--- config.mk ---
export PLATFORM = sky130hd
export DESIGN_NAME = lfsr_prbs_check
export DESIGN_NICKNAME = d
export VERILOG_FILES = /design/src/rtl/lfsr_prbs_check.sv
export SDC_FILE = /design/constraint.sdc
export NUM_CORES = 1
export LEC_CHECK = 0
export ABC_AREA = 1
export CAP_MARGIN = 20
export CORE_MARGIN = 4
export CORE_UTILIZATION = 30
export CTS_BUF_LIST = sky130_fd_sc_hd__clkbuf_16
export CTS_CLUSTER_DIAMETER = 120
export CTS_CLUSTER_SIZE = 16
export DETAILED_ROUTE_END_ITERATION = 10
export PLACE_DENSITY_LB_ADDON = 0.2
export SYNTH_ARGS = -nofsm -noshare
export SYNTH_HDL_FRONTEND = slang
export SYNTH_SLANG_ARGS = --single-unit
--- constraint.sdc ---
create_clock -name clk -period 8.7 [get_ports clk]
set_clock_uncertainty 0.2 [all_clocks]
set_input_delay 0.87 -clock clk [delete_from_list [all_inputs] [get_ports clk]]
set_output_delay 0.87 -clock clk [all_outputs]
set_load 0.01 [all_outputs]
--- src/rtl/lfsr_prbs_check.sv ---
// rtl/lfsr_prbs_check.sv - self-synchronising PRBS checker with lock FSM and saturating error counter
module lfsr_prbs_check #(
    parameter int                    LFSR_WIDTH   = 31,
    parameter logic [LFSR_WIDTH-1:0] LFSR_POLY    = 31'h10000001,
    parameter bit                    LFSR_INVERT  = 1'b1,
    parameter int                    DATA_WIDTH   = 8,
    parameter int                    LOCK_COUNT   = 4,
    parameter int                    UNLOCK_COUNT = 4,
    parameter int                    COUNT_WIDTH  = 16
) (
    input  logic                   clk,
    input  logic                   rst_n,
    input  logic [DATA_WIDTH-1:0]  data_in,
    input  logic                   data_valid,
    input  logic                   clear,
    output logic                   locked,
    output logic [DATA_WIDTH-1:0]  error_out,
    output logic                   error_valid,
    output logic [COUNT_WIDTH-1:0] error_count,
    output logic                   count_sat
);

    localparam int W          = LFSR_WIDTH;
    localparam int D          = DATA_WIDTH;
    localparam int POP_W      = $clog2(D + 1);
    localparam int SUM_W      = COUNT_WIDTH + POP_W;
    localparam int SEQ_W      = 16;
    localparam int FILL_WORDS = (W + D - 1) / D;

    // The x^0 term is implicit in the polynomial convention, so force it on.
    localparam logic [W-1:0]           TAPS      = LFSR_POLY | {{(W-1){1'b0}}, 1'b1};
    localparam logic [SEQ_W-1:0]       FILL_N    = SEQ_W'(FILL_WORDS);
    localparam logic [SEQ_W-1:0]       LOCK_N    = SEQ_W'(LOCK_COUNT);
    localparam logic [SEQ_W-1:0]       UNLOCK_N  = SEQ_W'(UNLOCK_COUNT);
    localparam logic [COUNT_WIDTH-1:0] COUNT_MAX = '1;

    typedef enum logic [1:0] {
        ST_FILL,
        ST_HUNT,
        ST_LOCKED
    } state_t;

    state_t                 state_q, state_d;
    logic [SEQ_W-1:0]       seq_q, seq_d, seq_inc;
    logic [W-1:0]           hist_q, hist_d;
    logic [D-1:0]           rx_bits, pred, err_mask;
    logic [W+D-1:0]         ext;
    logic [POP_W-1:0]       err_pop;
    logic                   word_err;
    logic [SUM_W-1:0]       sum;
    logic [COUNT_WIDTH-1:0] count_d;
    logic                   sat_d;

    // Predict every bit of the word from the history plus the earlier bits of the same word.
    // ext[0] is the oldest history bit, ext[W+i] is received bit i of this word.
    always_comb begin
        rx_bits = data_in ^ {D{LFSR_INVERT}};
        ext     = {rx_bits, hist_q};
        pred    = '0;
        for (int i = 0; i < D; i++) begin
            for (int k = 0; k < W; k++) begin
                if (TAPS[k]) begin
                    pred[i] = pred[i] ^ ext[i+k];
                end
            end
        end
        err_mask = rx_bits ^ pred;
        hist_d   = ext[W+D-1 -: W];
        word_err = |err_mask;
        err_pop  = '0;
        for (int i = 0; i < D; i++) begin
            err_pop = err_pop + POP_W'(err_mask[i]);
        end
    end

    // Lock FSM next state: one run counter shared by all states, cleared on every transition.
    always_comb begin
        state_d = state_q;
        seq_d   = seq_q;
        seq_inc = seq_q + 1'b1;
        if (data_valid) begin
            case (state_q)
                ST_FILL: begin
                    if (seq_inc == FILL_N) begin
                        state_d = ST_HUNT;
                        seq_d   = '0;
                    end else begin
                        seq_d = seq_inc;
                    end
                end
                ST_HUNT: begin
                    if (word_err) begin
                        seq_d = '0;
                    end else if (seq_inc == LOCK_N) begin
                        state_d = ST_LOCKED;
                        seq_d   = '0;
                    end else begin
                        seq_d = seq_inc;
                    end
                end
                ST_LOCKED: begin
                    if (!word_err) begin
                        seq_d = '0;
                    end else if (seq_inc == UNLOCK_N) begin
                        state_d = ST_HUNT;
                        seq_d   = '0;
                    end else begin
                        seq_d = seq_inc;
                    end
                end
                default: begin
                    state_d = ST_FILL;
                    seq_d   = '0;
                end
            endcase
        end
    end

    // Saturating error accumulator; clear takes priority over a same-cycle increment.
    always_comb begin
        count_d = error_count;
        sat_d   = count_sat;
        sum     = {{POP_W{1'b0}}, error_count} + {{COUNT_WIDTH{1'b0}}, err_pop};
        if (clear) begin
            count_d = '0;
            sat_d   = 1'b0;
        end else if (data_valid && (state_q == ST_LOCKED)) begin
            if (sum >= {{POP_W{1'b0}}, COUNT_MAX}) begin
                count_d = COUNT_MAX;
            end else begin
                count_d = sum[COUNT_WIDTH-1:0];
            end
            if (count_d == COUNT_MAX) begin
                sat_d = 1'b1;
            end
        end
    end

    // FSM state, run counter and received-bit history.
    always_ff @(posedge clk or negedge rst_n) begin
        if (!rst_n) begin
            state_q <= ST_FILL;
            seq_q   <= '0;
            hist_q  <= '0;
        end else begin
            state_q <= state_d;
            seq_q   <= seq_d;
            if (data_valid) begin
                hist_q <= hist_d;
            end
        end
    end

    // Registered per-word error report and error counter.
    always_ff @(posedge clk or negedge rst_n) begin
        if (!rst_n) begin
            error_out   <= '0;
            error_valid <= 1'b0;
            error_count <= '0;
            count_sat   <= 1'b0;
        end else begin
            error_valid <= data_valid && (state_q != ST_FILL);
            if (data_valid) begin
                error_out <= err_mask;
            end
            error_count <= count_d;
            count_sat   <= sat_d;
        end
    end

    assign locked = (state_q == ST_LOCKED);

endmodule

**Yosys cells after proc, flatten, opt, wreduce, memory -nomap -nowiden**

Index checks and enable logic that the tools add are counted.

- Register bits: 75
- Bits in latches: 0
- Bits in writable memories: 0
- Bits in read-only memories: 0
- Bits of input ports: 12
- Output and inout port bits: 27
- Memories kept: 0

- $add $sub $neg: 9
- Multipliers: 0
- Divide/modulo/power cells: 0
- Magnitude comparators: 1
- Eq/ne operators: 7
- Shift operators: 0
- Mux-type cells: 17
- Bitwise logic cells: 10
- Reductions and logical operators: 9

Operators by type and width:

| operator | number |
|---|---|
| $mux 16 | 8 |
| $pmux 16 s3 | 1 |
| $add 16x4->17 | 1 |
| $ge 17x16->1 const B | 1 |
| $add 16x1->16 const B | 1 |
| $add 4x1->4 | 4 |
| $eq 16x16->1 const B | 1 |
| $eq 16x3->1 const B | 1 |
| $mux 2 | 4 |
| $not 8->8 | 1 |
| $reduce_or 8->1 | 1 |
| $xor 1x1->1 | 8 |
| $xor 8x8->8 | 1 |
| $pmux 2 s3 | 1 |
| $reduce_bool 2->1 | 3 |
| $add 3x1->4 | 1 |
| $ne 2x2->1 const B | 2 |
| $reduce_and 4->1 | 1 |
| $add 2x1->3 | 1 |
| $mux 1 | 3 |
| $add 1x1->2 | 1 |
| $eq 2x1->1 const B | 1 |
| $eq 2x2->1 const B | 1 |
| $logic_and 1x1->1 | 2 |
| other kinds (3) | 3 |

**Depth between registers and ports, before layout**

Gate-level depths: netlist (run 1).

- Word-level depth: 19
- Mapped depth: 24
- Gate-level depth less buffers: 24

**Worst setup path after synthesis (run 1)**

No wires, ideal clock.

- Kind: input port to flip-flop
- From: in data_in[2]
- To: reg error_count[10]
- Library setup time: 123 ps
- Arrival: 4799 ps
- Data required time: 8377 ps
- Setup slack: 3578 ps
- Cell stages on the path: 19
- Path through: xor2_1 -> xor2_1 -> inv_1 -> fa_1 -> fa_1 -> fa_1 -> inv_1 -> fa_1 -> fa_1 -> nand3_1 -> nand3_1 -> or2_2 -> nand4_1 -> nor2_1 -> nand4_1 -> nand2_1 -> clkbuf_2 -> o21ai_0 -> nand2_1

- Cells in the longest elaborated chain, start to end: 15

Ends and longest elaborated chain:

| element | RTL line | RTL |
|---|---|---|
| from (decl) | 13 | `input logic [DATA_WIDTH-1:0] data_in,` |
| $not 8->8 (no line) (*) | n/a |  |
| $xor 8x8->8 (*) | 67 | `err_mask = rx_bits ^ pred;` |
| $add 2x1->3 | 72 | `err_pop = err_pop + POP_W'(err_mask[i]);` |
| $add 3x1->4 | 72 |  |
| $add 4x1->4 | 72 |  |
| $add 4x1->4 (*) (3 in a row) | 72 |  |
| $add 16x4->17 (*) | 123 | `sum = {{POP_W{1'b0}}, error_count} + {{COUNT_WIDTH{1'b0}}, err_pop};` |
| $ge 17x16->1 | 128 | `if (sum >= {{POP_W{1'b0}}, COUNT_MAX}) begin` |
| $mux 16 (*) | 128 |  |
| $mux 16 (*) | 127 | `end else if (data_valid && (state_q == ST_LOCKED)) begin` |
| $mux 16 (*) | 124 | `if (clear) begin` |
| $mux 16 (*) | 127 |  |
| $mux 16 (*) | 124 |  |
| to (signal assigned) | 166 | `error_count <= count_d;` |
| to (decl) | 19 | `output logic [COUNT_WIDTH-1:0] error_count,` |

Mark *: on every way between the ends. The rest lies on a longest branch, timed or not. The select of a mux whose other input is x is not followed.
A chain may end at the register's enable or synchronous reset.

**Worst setup path after layout (run 1)**

- From: in data_in[2]
- To: reg error_count[5]

Same word-level chain as after synthesis.

==> run summary, run 1 <==
Once the clock tree was built, the setup fixing pass inserted 0 buffers. The register area was 1880 um^2; the final weighted congestion in routability-driven placement was 0.831. For the deepest level of the CTS H-tree, the log shows 3.

The die outline width works out to 126 um. For this run, the top clock speed supported by timing is 172 MHz. Tracing the worst setup path back leads to its startpoint at data_in[2]. The number of clock buffers added by TritonCTS is 9. The row count came out at 43.

The setup path with the least slack is of type in -> reg. Synthesis inferred 75 register bits. The count of fill cells added during filler insertion came out at 1441. The worst register-to-register path begins at hist_q[28].

The area of the die was 16000 um^2. Setup repair after global routing left no endpoint under its margin. The run gives 30.5% as the effective utilization at floorplan.

The number of unique standard cell types used by synthesis is 34. The internal power of the cells totals 0.000721 W. 39 I/O pins were placed. The iteration count of the initial detailed-routing pass is 4, and the required time at the endpoint of the critical path is 8.73 ns. The source of the worst hold timing path is hist_q[16]. After detailed routing, the average wire length per cell comes to 12.7 um. The initial antenna violation count was 0. TritonCTS built the clock tree. The top flip-flop cell by instance count after synthesis was sky130_fd_sc_hd__dfrtp_1. In this run the tool buffered the top-level ports with 38 buffer cells.

Per report_power, the sequential group accounts for 38.8% of the total. The tools report the number of buffers between clock root and the deepest sink as 2. The flow ran to the end, and the final reports show no timing, DRC or antenna violations. Net switching fraction of the power: 34.2%. In this run, synthesis inferred 0 flip-flops with an integrated enable. During synthesis, Yosys emitted a total of 0 warnings. Data on the critical path arrives at its endpoint at 5.86 ns.

Counting I/O delays and the setup requirement, the final critical path takes 5.83 ns. Of the synthesized area, sequential elements account for 44.6%. Summing every instance area after synthesis gives 4210 um^2. In the final layout, the multi-input gates occupy 2100 um^2. For the count of unresolved DRC violations after routing, the log shows 0.

The logs give 30.2% for the relative contribution of combinational cells to total power and 285 for the initial DRC count. The clock network is responsible for 31.0% of the overall power. STA classifies the critical path startpoint as an input pin. The wire length after detailed routing was 9730 um. For the total power draw, the log shows 0.00110 W. Final clock period utilization by the worst path: 67.0%. Detailed placement finished with a half-perimeter wire length of 6980 um.

The min-delay analysis places its worst path in the category reg -> reg. The via count of the first global-routing pass is 3483, and the post-CTS clock slew at the launch and capture registers of the worst setup and hold paths is 0.06 ns. The run gives 0.34 ns as the clock network latency to the later pin of the worst-skew pair. CTS placed an instance of sky130_fd_sc_hd__clkbuf_16 at the clock tree root. From bottom edge to top edge, the die measures 126 um. In the final timing run, aggregate negative setup slack is 0 ns.

The analysis attributes to cell leakage a power of 2.46 nW. The post-detailed-route via-to-cell ratio was 4.52. For this run, the post-layout net count is 605.

The hold-fix buffer count after cts is 0, and the core area is 13800 um^2. The first global-routing pass estimated 16900 um of wire. The run gives 0 as the total of max-cap violations. Averaged over all synthesized cells, the footprint is 7.73 um^2. The share of layout cells above drive strength 1 works out to 7.35%. Synthesis produced a netlist whose cell count is 545. Clock tree synthesis found a total of 75 sinks. The logs give 3456 for the overall via count from detail_route and 569 for the post-synth net total. The measured slew at the worst slew-check pin works out to 1.05 ns. For this design the ratio of total power to cell area is 218 nW/um^2. The maximum number of pins on one net before global-route repair is 76. Global routing used 13.0% of the available tracks.

The tools report the final global-route overflow total as 0. The number of endpoints with negative hold slack in the final report was 0; the synthesis-to-finish area growth was 19.4%. STA classifies the critical path endpoint as a register. Final setup violation count: 0. The final count of pins violating max slew was 0; the worst slew slack as a fraction of its limit was 30.1%. Worst vdd rail ir drop: 0.0917 mV. The logs give 0.000375 W for the switching power of the nets and 0 for the total inserted antenna cells. The antenna violation net count after detailed routing is 0. The tightest hold path in the finished design has a slack of 0.267 ns.

In the synthesized netlist the async set-or-reset flop fraction comes to 100%. The maximum fanout along the worst path was 11; the total of cells resized after clock tree synthesis was 0.
-- metrics by stage --
step	instance area (um^2)	worst slack (ns)	std cells	utilization [%]
finish	5030	2.87	765	36.4
global route	5030	2.46	765	36.4
CTS	5030	2.86	765	36.4
detailed placement	4760	2.50	750	34.4
global placement	4760	2.61	750	34.4
floorplan	4210	3.58	545	-
-- final timing paths --
kind                              endpoint  slack, ns  cells after the start
min in group asynchronous  error_count[15]       0.48                      1
min                             hist_q[16]       0.27                      2
max                         error_count[5]       2.87                     21
min reg2reg                     hist_q[16]       0.27                      2
max reg2reg                 error_count[5]       3.45                     19
max in group asynchronous        hist_q[6]       7.18                      1
-- layout make-up --
cell class                      count  area share, %
Clock buffer                        9           4.48
Inverter                           45           3.36
Sequential cell                    75           37.3
Clock inverter                      6          0.821
Tap cell                          180           4.48
Timing Repair Buffer               39           7.67
Multi-Input combinational cell    411           41.9
-- power groups by stage --
stage               registers, W  logic (W)  clock network [W]
detailed placement      0.000432   0.000337                  0
global route            0.000432   0.000376           0.000371
global placement        0.000431   0.000335                  0
floorplan               0.000431   0.000231                  0
CTS                     0.000426   0.000339           0.000356
finish                  0.000426   0.000331           0.000340
-- sequential cells by signal (all words and copies together), names as in the netlist --
signal,count
error_count,16
error_valid,1
hist_q,31
seq_q,16
state_q,2
count_sat,1
error_out,8
-- routing by layer --
layer  track usage [%]  part of all wire (%)  vias up
met2              20.8                    47       36
met3              3.49                   2.7       13
li1                  -                     -     1784
met5                 0                     0        -
met4              4.61                   2.2        0
met1              17.0                    48     1623
-- cell families after synthesis --
logic type      synth area share (%)
simple gates                    32.4
flops                           44.6
buf+inv                         5.47
compound gates                  6.57
xor+xnor                        6.00
fa+ha+maj                       4.46
mux                            0.535
-- synth_stat cells (all sizes together), types with 2 or more instances --
master    n  area [um^2]
dfrtp    75         1880
nand4     8         56.3
nand3b    4         30.0
nand2   233          885
o21ai    44          246
clkbuf   11         42.5
and2      2         12.5
nand3    32          165
or2       2         12.5
buf       3         18.8
fa        5          100
inv      45          169
nor2     34          148
xnor2     9         78.8
o21bai    2         15.0
ha        7         87.6
xor2     19          174
nor3      7         56.3
-- layout by cell type (no fill, tap or decap) --
| master | synthesis | routed |
|---|---|---|
| sky130_fd_sc_hd__o21ai_1 | 3 | 3 |
| sky130_fd_sc_hd__nand3_1 | 31 | 31 |
| sky130_fd_sc_hd__nand2_2 | 4 | 4 |
| sky130_fd_sc_hd__clkinvlp_4 | 0 | 2 |
| sky130_fd_sc_hd__nor3_2 | 2 | 2 |
| sky130_fd_sc_hd__nor2_2 | 2 | 2 |
| sky130_fd_sc_hd__nand4_2 | 1 | 1 |
| sky130_fd_sc_hd__mux2i_4 | 1 | 1 |
| sky130_fd_sc_hd__a21o_1 | 1 | 1 |
| sky130_fd_sc_hd__inv_1 | 42 | 42 |
| sky130_fd_sc_hd__and2_1 | 2 | 2 |
| sky130_fd_sc_hd__buf_4 | 0 | 2 |
| sky130_fd_sc_hd__nor2_1 | 30 | 30 |
| sky130_fd_sc_hd__clkinv_2 | 0 | 1 |
| sky130_fd_sc_hd__clkinv_1 | 0 | 1 |
| sky130_fd_sc_hd__clkdlybuf4s50_1 | 0 | 37 |
| sky130_fd_sc_hd__xor2_1 | 18 | 18 |
| sky130_fd_sc_hd__inv_6 | 0 | 2 |
| sky130_fd_sc_hd__o21ai_2 | 7 | 7 |
| sky130_fd_sc_hd__clkbuf_16 | 0 | 9 |
| sky130_fd_sc_hd__o21bai_1 | 2 | 2 |
| sky130_fd_sc_hd__dfrtp_1 | 75 | 75 |
| sky130_fd_sc_hd__nor3_4 | 1 | 1 |
| sky130_fd_sc_hd__nor3_1 | 4 | 4 |
| sky130_fd_sc_hd__nand4_1 | 7 | 7 |
| sky130_fd_sc_hd__nand3b_1 | 4 | 4 |
| sky130_fd_sc_hd__o31ai_1 | 1 | 1 |
| sky130_fd_sc_hd__o21ai_0 | 34 | 34 |
| sky130_fd_sc_hd__nor2_4 | 2 | 2 |
| sky130_fd_sc_hd__nand2_1 | 229 | 229 |
| sky130_fd_sc_hd__or2_2 | 2 | 2 |
| sky130_fd_sc_hd__fa_1 | 5 | 5 |
| sky130_fd_sc_hd__xor2_2 | 1 | 1 |
| sky130_fd_sc_hd__ha_1 | 7 | 7 |
| sky130_fd_sc_hd__inv_2 | 3 | 3 |
| sky130_fd_sc_hd__nand3_2 | 1 | 1 |
| sky130_fd_sc_hd__xnor2_1 | 9 | 9 |
-- critical path, stage by stage --
cell	delay, ns
sky130_fd_sc_hd__clkdlybuf4s50_1	0.54
sky130_fd_sc_hd__xor2_1	0.18
sky130_fd_sc_hd__xor2_1	0.23
sky130_fd_sc_hd__inv_1	0.11
sky130_fd_sc_hd__fa_1	0.53
sky130_fd_sc_hd__fa_1	0.43
sky130_fd_sc_hd__fa_1	0.48
sky130_fd_sc_hd__inv_1	0.05
sky130_fd_sc_hd__fa_1	0.43
sky130_fd_sc_hd__fa_1	0.44
sky130_fd_sc_hd__nand3_1	0.11
sky130_fd_sc_hd__nand3_1	0.21
sky130_fd_sc_hd__or2_2	0.36
sky130_fd_sc_hd__nand4_1	0.09
sky130_fd_sc_hd__nor2_1	0.05
sky130_fd_sc_hd__nand4_1	0.08
sky130_fd_sc_hd__nand2_1	0.21
sky130_fd_sc_hd__inv_1	0.25
sky130_fd_sc_hd__nand2_1	0.08
sky130_fd_sc_hd__nand2_1	0.07
sky130_fd_sc_hd__nand2_1	0.05
No activity file was read; power rests on OpenSTA's default activity.
==> inputs of run 2 (changes only) <==
clock period = 4.8 ns   (was 8.7 ns; I/O delays follow)
==> run summary, run 2 (synthesis results as in run 1) <==
The run finished with clean final reports. After floorplanning, the core was sized to cover 13800 um^2. The largest registers in the layout are hist_q x31, error_count x16, seq_q x16. The worst-case IR drop observed on VDD is 0.206 mV. Summed over all layers, the global routing overflow is 0. Across every metal layer, demand over resource in global routing totals 13.9%. The finished layout holds 808 standard cells, fillers aside. The share of layout cells above drive strength 1 was 17.5%. The library cells used most frequently in the layout, excluding fill and tap cells, are sky130_fd_sc_hd__nand2_1 (219), sky130_fd_sc_hd__dfrtp_1 (75), sky130_fd_sc_hd__inv_1 (40), sky130_fd_sc_hd__buf_4 (39), sky130_fd_sc_hd__clkdlybuf4s50_1 (35). The tools report the count of unresolved DRC violations after routing as 0. The HPWL after detailed placement is 7350 um. The register with the most flip-flops in the layout has 31 of them. For the number of endpoints with negative hold slack in the final report, the log shows 0.

The maximum number of pins on one net before global-route repair came out at 76. The clock network latency to the later pin of the worst-skew pair was 0.34 ns; the total power draw was 0.00223 W. The run gives 4.76 ns as the arrival time of data at the critical path endpoint. Number of nets in the final layout: 647.

Ranked by flip-flop count, first place goes to hist_q. For the final weighted congestion in routability-driven placement, the log shows 0.859. TritonCTS created 9 clock buffers.

The run gives 0 as the final setup violation count. The longest clock path from root to sink contains 2 buffers. The post-CTS clock slew at the launch and capture registers of the worst setup and hold paths is 0.06 ns, and the final clock period utilization by the worst path is 98.6%. The reg-to-reg setup timing slack is 0.07 ns, and the initial antenna violation count is 0. For this block, the via count after detailed routing is 3674. The antenna violation net count after detailed routing is 0, and the wire length per cell after detailed routing is 12.8 um. Measured along the y axis, the die boundary spans 126 um. The number of antenna diodes in the final layout is 0.

The worst hold path belongs to the class reg -> reg. The worst setup path is of the reg -> reg kind. The tightest hold path in the finished design has a slack of 0.270 ns.

Row generation in the floorplan step produced 43 rows. The die outline width works out to 126 um. In this run the clock root is driven by a sky130_fd_sc_hd__clkbuf_16. Once placement completed, the tool counted placed cells totaling 785. The logs give 75 for the total number of clock tree sinks and 211 MHz for the top achievable clock speed. In this run the number of H-tree levels came out at 3.

The final count of pins violating max slew is 0, and the maximum fanout along the worst path is 8. STA classifies the critical path endpoint as a register. The post-detailed-route via-to-cell ratio works out to 4.55. Leaving out fill and tap cells, the most frequent cell in the layout is sky130_fd_sc_hd__nand2_1.

The via count of the first global-routing pass is 3709, and the leakage power of the design is 2.72 nW. The tools report the launching element type of the critical path as a register. STA puts the critical path data required time at 4.83 ns.

Area of the die: 16000 um^2. Setup repair after global routing could not meet its margin everywhere. The iteration count of the initial detailed-routing pass is 5. The synthesis-to-finish area growth was 32.0%; the first-pass GRT wire length was 18100 um. During placement, the flow inserted port buffers numbering 38. Total of max-cap violations: 0.

The logs give 10300 um for the wire length after detailed routing and 231 for the initial DRC count. The run gives 30.5% as the effective utilization at floorplan. At the pin with the least slew margin, the transition time is 1.18 ns. The routed design could run at a clock period as short as 4.73 ns. Pin placement for this block handled 39 I/O pins. In this run the tightest slew margin relative to its limit is 21.3%.

TritonCTS built the clock tree. In this run the power density over the cells is 401 nW/um^2.
-- run 2: cell types whose count changed in the layout (fill, tap and decap cells not counted), sizes merged --
cell,before,now
clkdlybuf4s50,37,35
clkinvlp,2,0
dlygate4sd2,0,2
buf,2,43
bufinv,0,2
clkinv,2,3
dlygate4sd3,0,1
-- run 2: final timing paths --
| check | from | endpoint | cells past startpoint |
|---|---|---|---|
| setup / recovery | hist_q[0] | error_count[1] | 21 |
| hold / removal | hist_q[11] | hist_q[11] | 2 |
| setup reg to reg | hist_q[0] | error_count[1] | 21 |
| hold reg to reg | hist_q[11] | hist_q[11] | 2 |
| max in group asynchronous | rst_n | count_sat | 3 |
| min in group asynchronous | rst_n | seq_q[11] | 2 |
-- run 2: layer usage --
metal	vias up	part of all wire (%)	track usage [%]	wire (um)
met4	0	1.3	4.16	138
met1	1745	47	18.5	4910
met3	8	3.5	3.41	358
met2	49	48	22.4	4940
met5	-	0	0	0
li1	1872	-	-	-
-- run 2: what timing repair did --
action / 4_1_cts / 5_1_grt
buffers inserted: 3 / 3
endpoints found under the setup margin: 17 / 17
hold buffers: 0 / 1
hold endpoints to repair: 0 / 7
resized for setup: 18 / 26
pin swaps: 10 / 17
-- run 2: layout make-up --
class,instances,area [um^2]
fill,1426,8270
multi-input combinational,411,2230
sequential,75,1880
timing repair buffer,81,732
clock buffer,9,225
tap,180,225
inverter,45,174
clock inverter,7,90.1
-- run 2: worst max-delay path, cell delays in order (launching register included) --
cell                      delay, ns
sky130_fd_sc_hd__dfrtp_1       0.44
sky130_fd_sc_hd__xnor2_4       0.25
sky130_fd_sc_hd__xor2_4        0.25
sky130_fd_sc_hd__fa_1          0.44
sky130_fd_sc_hd__fa_1          0.45
sky130_fd_sc_hd__fa_1          0.49
sky130_fd_sc_hd__inv_1         0.05
sky130_fd_sc_hd__fa_2          0.35
sky130_fd_sc_hd__fa_2          0.37
sky130_fd_sc_hd__nand3_2       0.09
sky130_fd_sc_hd__nand3_2       0.08
sky130_fd_sc_hd__buf_6         0.14
sky130_fd_sc_hd__a21o_1        0.17
sky130_fd_sc_hd__nand2_2       0.08
sky130_fd_sc_hd__nor2_2        0.03
sky130_fd_sc_hd__nand2_1       0.06
sky130_fd_sc_hd__nor2_1        0.05
sky130_fd_sc_hd__nand4_1       0.13
sky130_fd_sc_hd__nand2_4       0.13
sky130_fd_sc_hd__buf_4         0.16
sky130_fd_sc_hd__o21ai_2       0.13
sky130_fd_sc_hd__nand2_1       0.07
-- run 2: power breakdown --
group | switching [W] | leakage, nW | internal [W] | total (W)
logic | 0.000395 | 1.58 | 0.000338 | 0.000733
registers | 0.0000643 | 0.983 | 0.000707 | 0.000771
clock network | 0.000269 | 0.155 | 0.000454 | 0.000723
-- run 2: stage by stage --
| step | TNS, ns | worst slack, ns | instance area, um^2 | util, % |
|---|---|---|---|---|
| 5_1_grt | -2.33 | -0.174 | 5560 | 40.2 |
| 2_1_floorplan | 0 | 0.0676 | 4210 | - |
| 4_1_cts | -0.365 | -0.0407 | 5410 | 39.1 |
| 6_report | 0 | 0.0662 | 5560 | 40.2 |
| 3_3_place_gp | -11.28 | -0.723 | 5020 | 36.3 |
| 3_5_place_dp | -12.53 | -0.817 | 5020 | 36.3 |
==> inputs of run 3 (changes only) <==
DONT_BUFFER_PORTS = 1   (was default)
==> run summary, run 3 (synthesis results as in run 1) <==
The die is 126 um tall. In the final layout, the registers with the most flip-flops are hist_q x31, error_count x16, seq_q x16. For the post-route worst setup slack, the log shows 0.138 ns.

The top achievable clock speed is 214 MHz. Instance area at placement: 4500 um^2. The worst pin sits at a relative slew slack of 36.8%.

The run gives 0 as the final global-route overflow total. The run gives 7090 um as the detailed placement HPWL. The deepest level of the CTS H-tree is 3. The tree is rooted in a sky130_fd_sc_hd__clkbuf_16. The shortest period the worst path allows was 4.66 ns; the post-CTS clock slew at the launch and capture registers of the worst setup and hold paths was 0.06 ns. The number of cells traversed by the worst register-to-register path works out to 19.

Setup repair after global routing could not meet its margin everywhere. In the final layout, flip-flops and latches occupy 1880 um^2. STA classifies the critical path startpoint as a register. The detailed router used layers up to and including met4.

The wire length per cell after detailed routing came out at 13.5 um. In the final design database the tool counted 588 nets. The post-detailed-route via-to-cell ratio is 4.55, and the maximum fanout along the worst path is 7.

IR analysis of the VDD net gives a maximum drop of 0.224 mV. In this run the horizontal extent of the chip is 126 um. The required time at the endpoint of the critical path was 4.82 ns. Clock latency on the worst-skew pair, taken at its later pin, is 0.35 ns. For this design the static power due to leakage is 2.47 nW.

Ranked by flip-flop count, first place goes to hist_q. The antenna violation net count after detailed routing is 0, and the number of instances on the worst hold path is 1. For this block, wires on met1 add up to 4680 um. The region available for standard cell placement spans 13800 um^2. Routability-driven placement finished with a final weighted congestion of 0.812. Setup violations remaining at the end of the flow were counted as 0. The library cells used most frequently in the layout, excluding fill and tap cells, are sky130_fd_sc_hd__nand2_1 (225), sky130_fd_sc_hd__dfrtp_1 (75), sky130_fd_sc_hd__inv_1 (40), sky130_fd_sc_hd__o21ai_0 (32), sky130_fd_sc_hd__nor2_1 (30). At the pin with the least slew margin, the transition time is 0.945 ns. Global routing consumed, over all layers together, 13.2% of the routing resources. Leading cell type in the layout, fill and taps excluded: sky130_fd_sc_hd__nand2_1. After detailed routing, the number of remaining DRC violations is 0.

After floorplanning, the core was divided into 43 placement rows. For this run, the detailed router's first-pass iteration total came to 4. Max-cap violations in this run came to 0.

From synthesis to final layout, the design area changed by 18.0%. The worst hold slack after final layout is 0.0268 ns, and the ratio of total power to cell area is 431 nW/um^2. Entering global routing, the biggest net connects 76 pins. The overall via count from detail_route is 3408. The logs give 10100 um for the wire length after detailed routing and 2200 um^2 for the footprint of the multi-input gates. The run gives 9 as the number of buffers added by the clock tree synthesis step. The final design area excluding fillers is 4970 um^2.

The flow ran to the end, and the final reports show no timing, DRC or antenna violations. The initial antenna violation count is 0, and the number of buffers between clock root and the deepest sink is 2. The logs give -0.164 ns for the post-place setup slack and 39 for the number of top-level pins. The clock drives 75 sinks. Number of endpoints with negative hold slack in the final report: 0. The tools report the initial DRC count as 204. For the total inserted antenna cells, the log shows 0.

The type of the worst setup path is reg -> reg. STA classifies the critical path endpoint as a register. The total power draw came out at 0.00214 W. The first-pass GRT wire length is 17000 um.

After detailed routing, the met3 layer carries 423 um of wire. TritonCTS built the clock tree. The share of layout cells above drive strength 1 was 14.4%. The flip-flop count of the largest register, all copies and words added was 31.

The worst hold path belongs to the class in -> reg. The run gives 4810 um as the met2 layer wire length in the routed design. For this configuration, the core starts out at a cell density of 30.5%. Dividing the final minimum period by the clock period gives 97.1%. Data on the critical path arrives at its endpoint at 4.68 ns. The layout has 1425 filler cells.

In this run the tool buffered the top-level ports with 0 buffer cells. The final count of pins violating max slew was 0. The via count of the first global-routing pass was 3331.

The die covers 16000 um^2.
[run 3: area by class of cell]
type	count	share of cell area, %
clock buffer	9	4.53
clock inverter	7	1.69
inverter	45	3.40
multi-input combinational	411	44.2
sequential	75	37.8
tap	180	4.53
timing repair buffer	22	3.85
[run 3: through the flow]
stage                     instances  util [%]  setup TNS (ns)
final                           749      35.9               0
after global routing            749      35.9           -3.32
after CTS                       746      35.2               0
after detailed placement        728      32.6           -2.14
after global placement          728      32.6           -1.39
after floorplan                 545         -               0
[run 3: power breakdown]
| part | switching (W) | internal [W] | leakage (nW) |
|---|---|---|---|
| Clock | 0.000296 | 0.000411 | 0.148 |
| Sequential | 0.0000779 | 0.000707 | 0.983 |
| Combinational | 0.000376 | 0.000271 | 1.34 |
[run 3: worst max-delay path, cell delays in order (launching register included)]
cell and delay (ns):
sky130_fd_sc_hd__dfrtp_1 0.41, sky130_fd_sc_hd__xor2_2 0.16, sky130_fd_sc_hd__xor2_1 0.19, sky130_fd_sc_hd__inv_1 0.10
sky130_fd_sc_hd__fa_1 0.52, sky130_fd_sc_hd__fa_1 0.43, sky130_fd_sc_hd__fa_1 0.49, sky130_fd_sc_hd__inv_1 0.05
sky130_fd_sc_hd__fa_2 0.35, sky130_fd_sc_hd__fa_2 0.41, sky130_fd_sc_hd__nand3_2 0.11, sky130_fd_sc_hd__nand3_4 0.09
sky130_fd_sc_hd__or2_2 0.30, sky130_fd_sc_hd__nand4_1 0.10, sky130_fd_sc_hd__nor2_1 0.05, sky130_fd_sc_hd__nand4_1 0.12
sky130_fd_sc_hd__nand2_2 0.09, sky130_fd_sc_hd__buf_6 0.13, sky130_fd_sc_hd__o21ai_0 0.16, sky130_fd_sc_hd__nand2_1 0.06
[run 3: worst paths after layout]
path                       startpoint              end  slack [ns]
max                         hist_q[2]  error_count[12]        0.14
min                        data_valid         seq_q[0]        0.03
max reg2reg                 hist_q[2]  error_count[12]        0.14
min reg2reg                 hist_q[9]        hist_q[1]        0.27
max in group asynchronous       rst_n   error_count[7]        3.54
min in group asynchronous       rst_n  error_count[10]        0.53
[run 3: metal layers]
layer  vias up  GRT usage [%]
li1       1748              -
met1      1607           17.1
met2        40           20.5
met3        13           3.66
met4         0           5.87
met5         -              0
[run 3: what timing repair did]
action | in CTS | in global routing
hold buffers | 2 | 0
gates resized for setup | 5 | 18
pin swaps | 0 | 9
hold endpoints to repair | 75 | 0
setup buffers | 0 | 3
setup endpoints to repair | 17 | 17
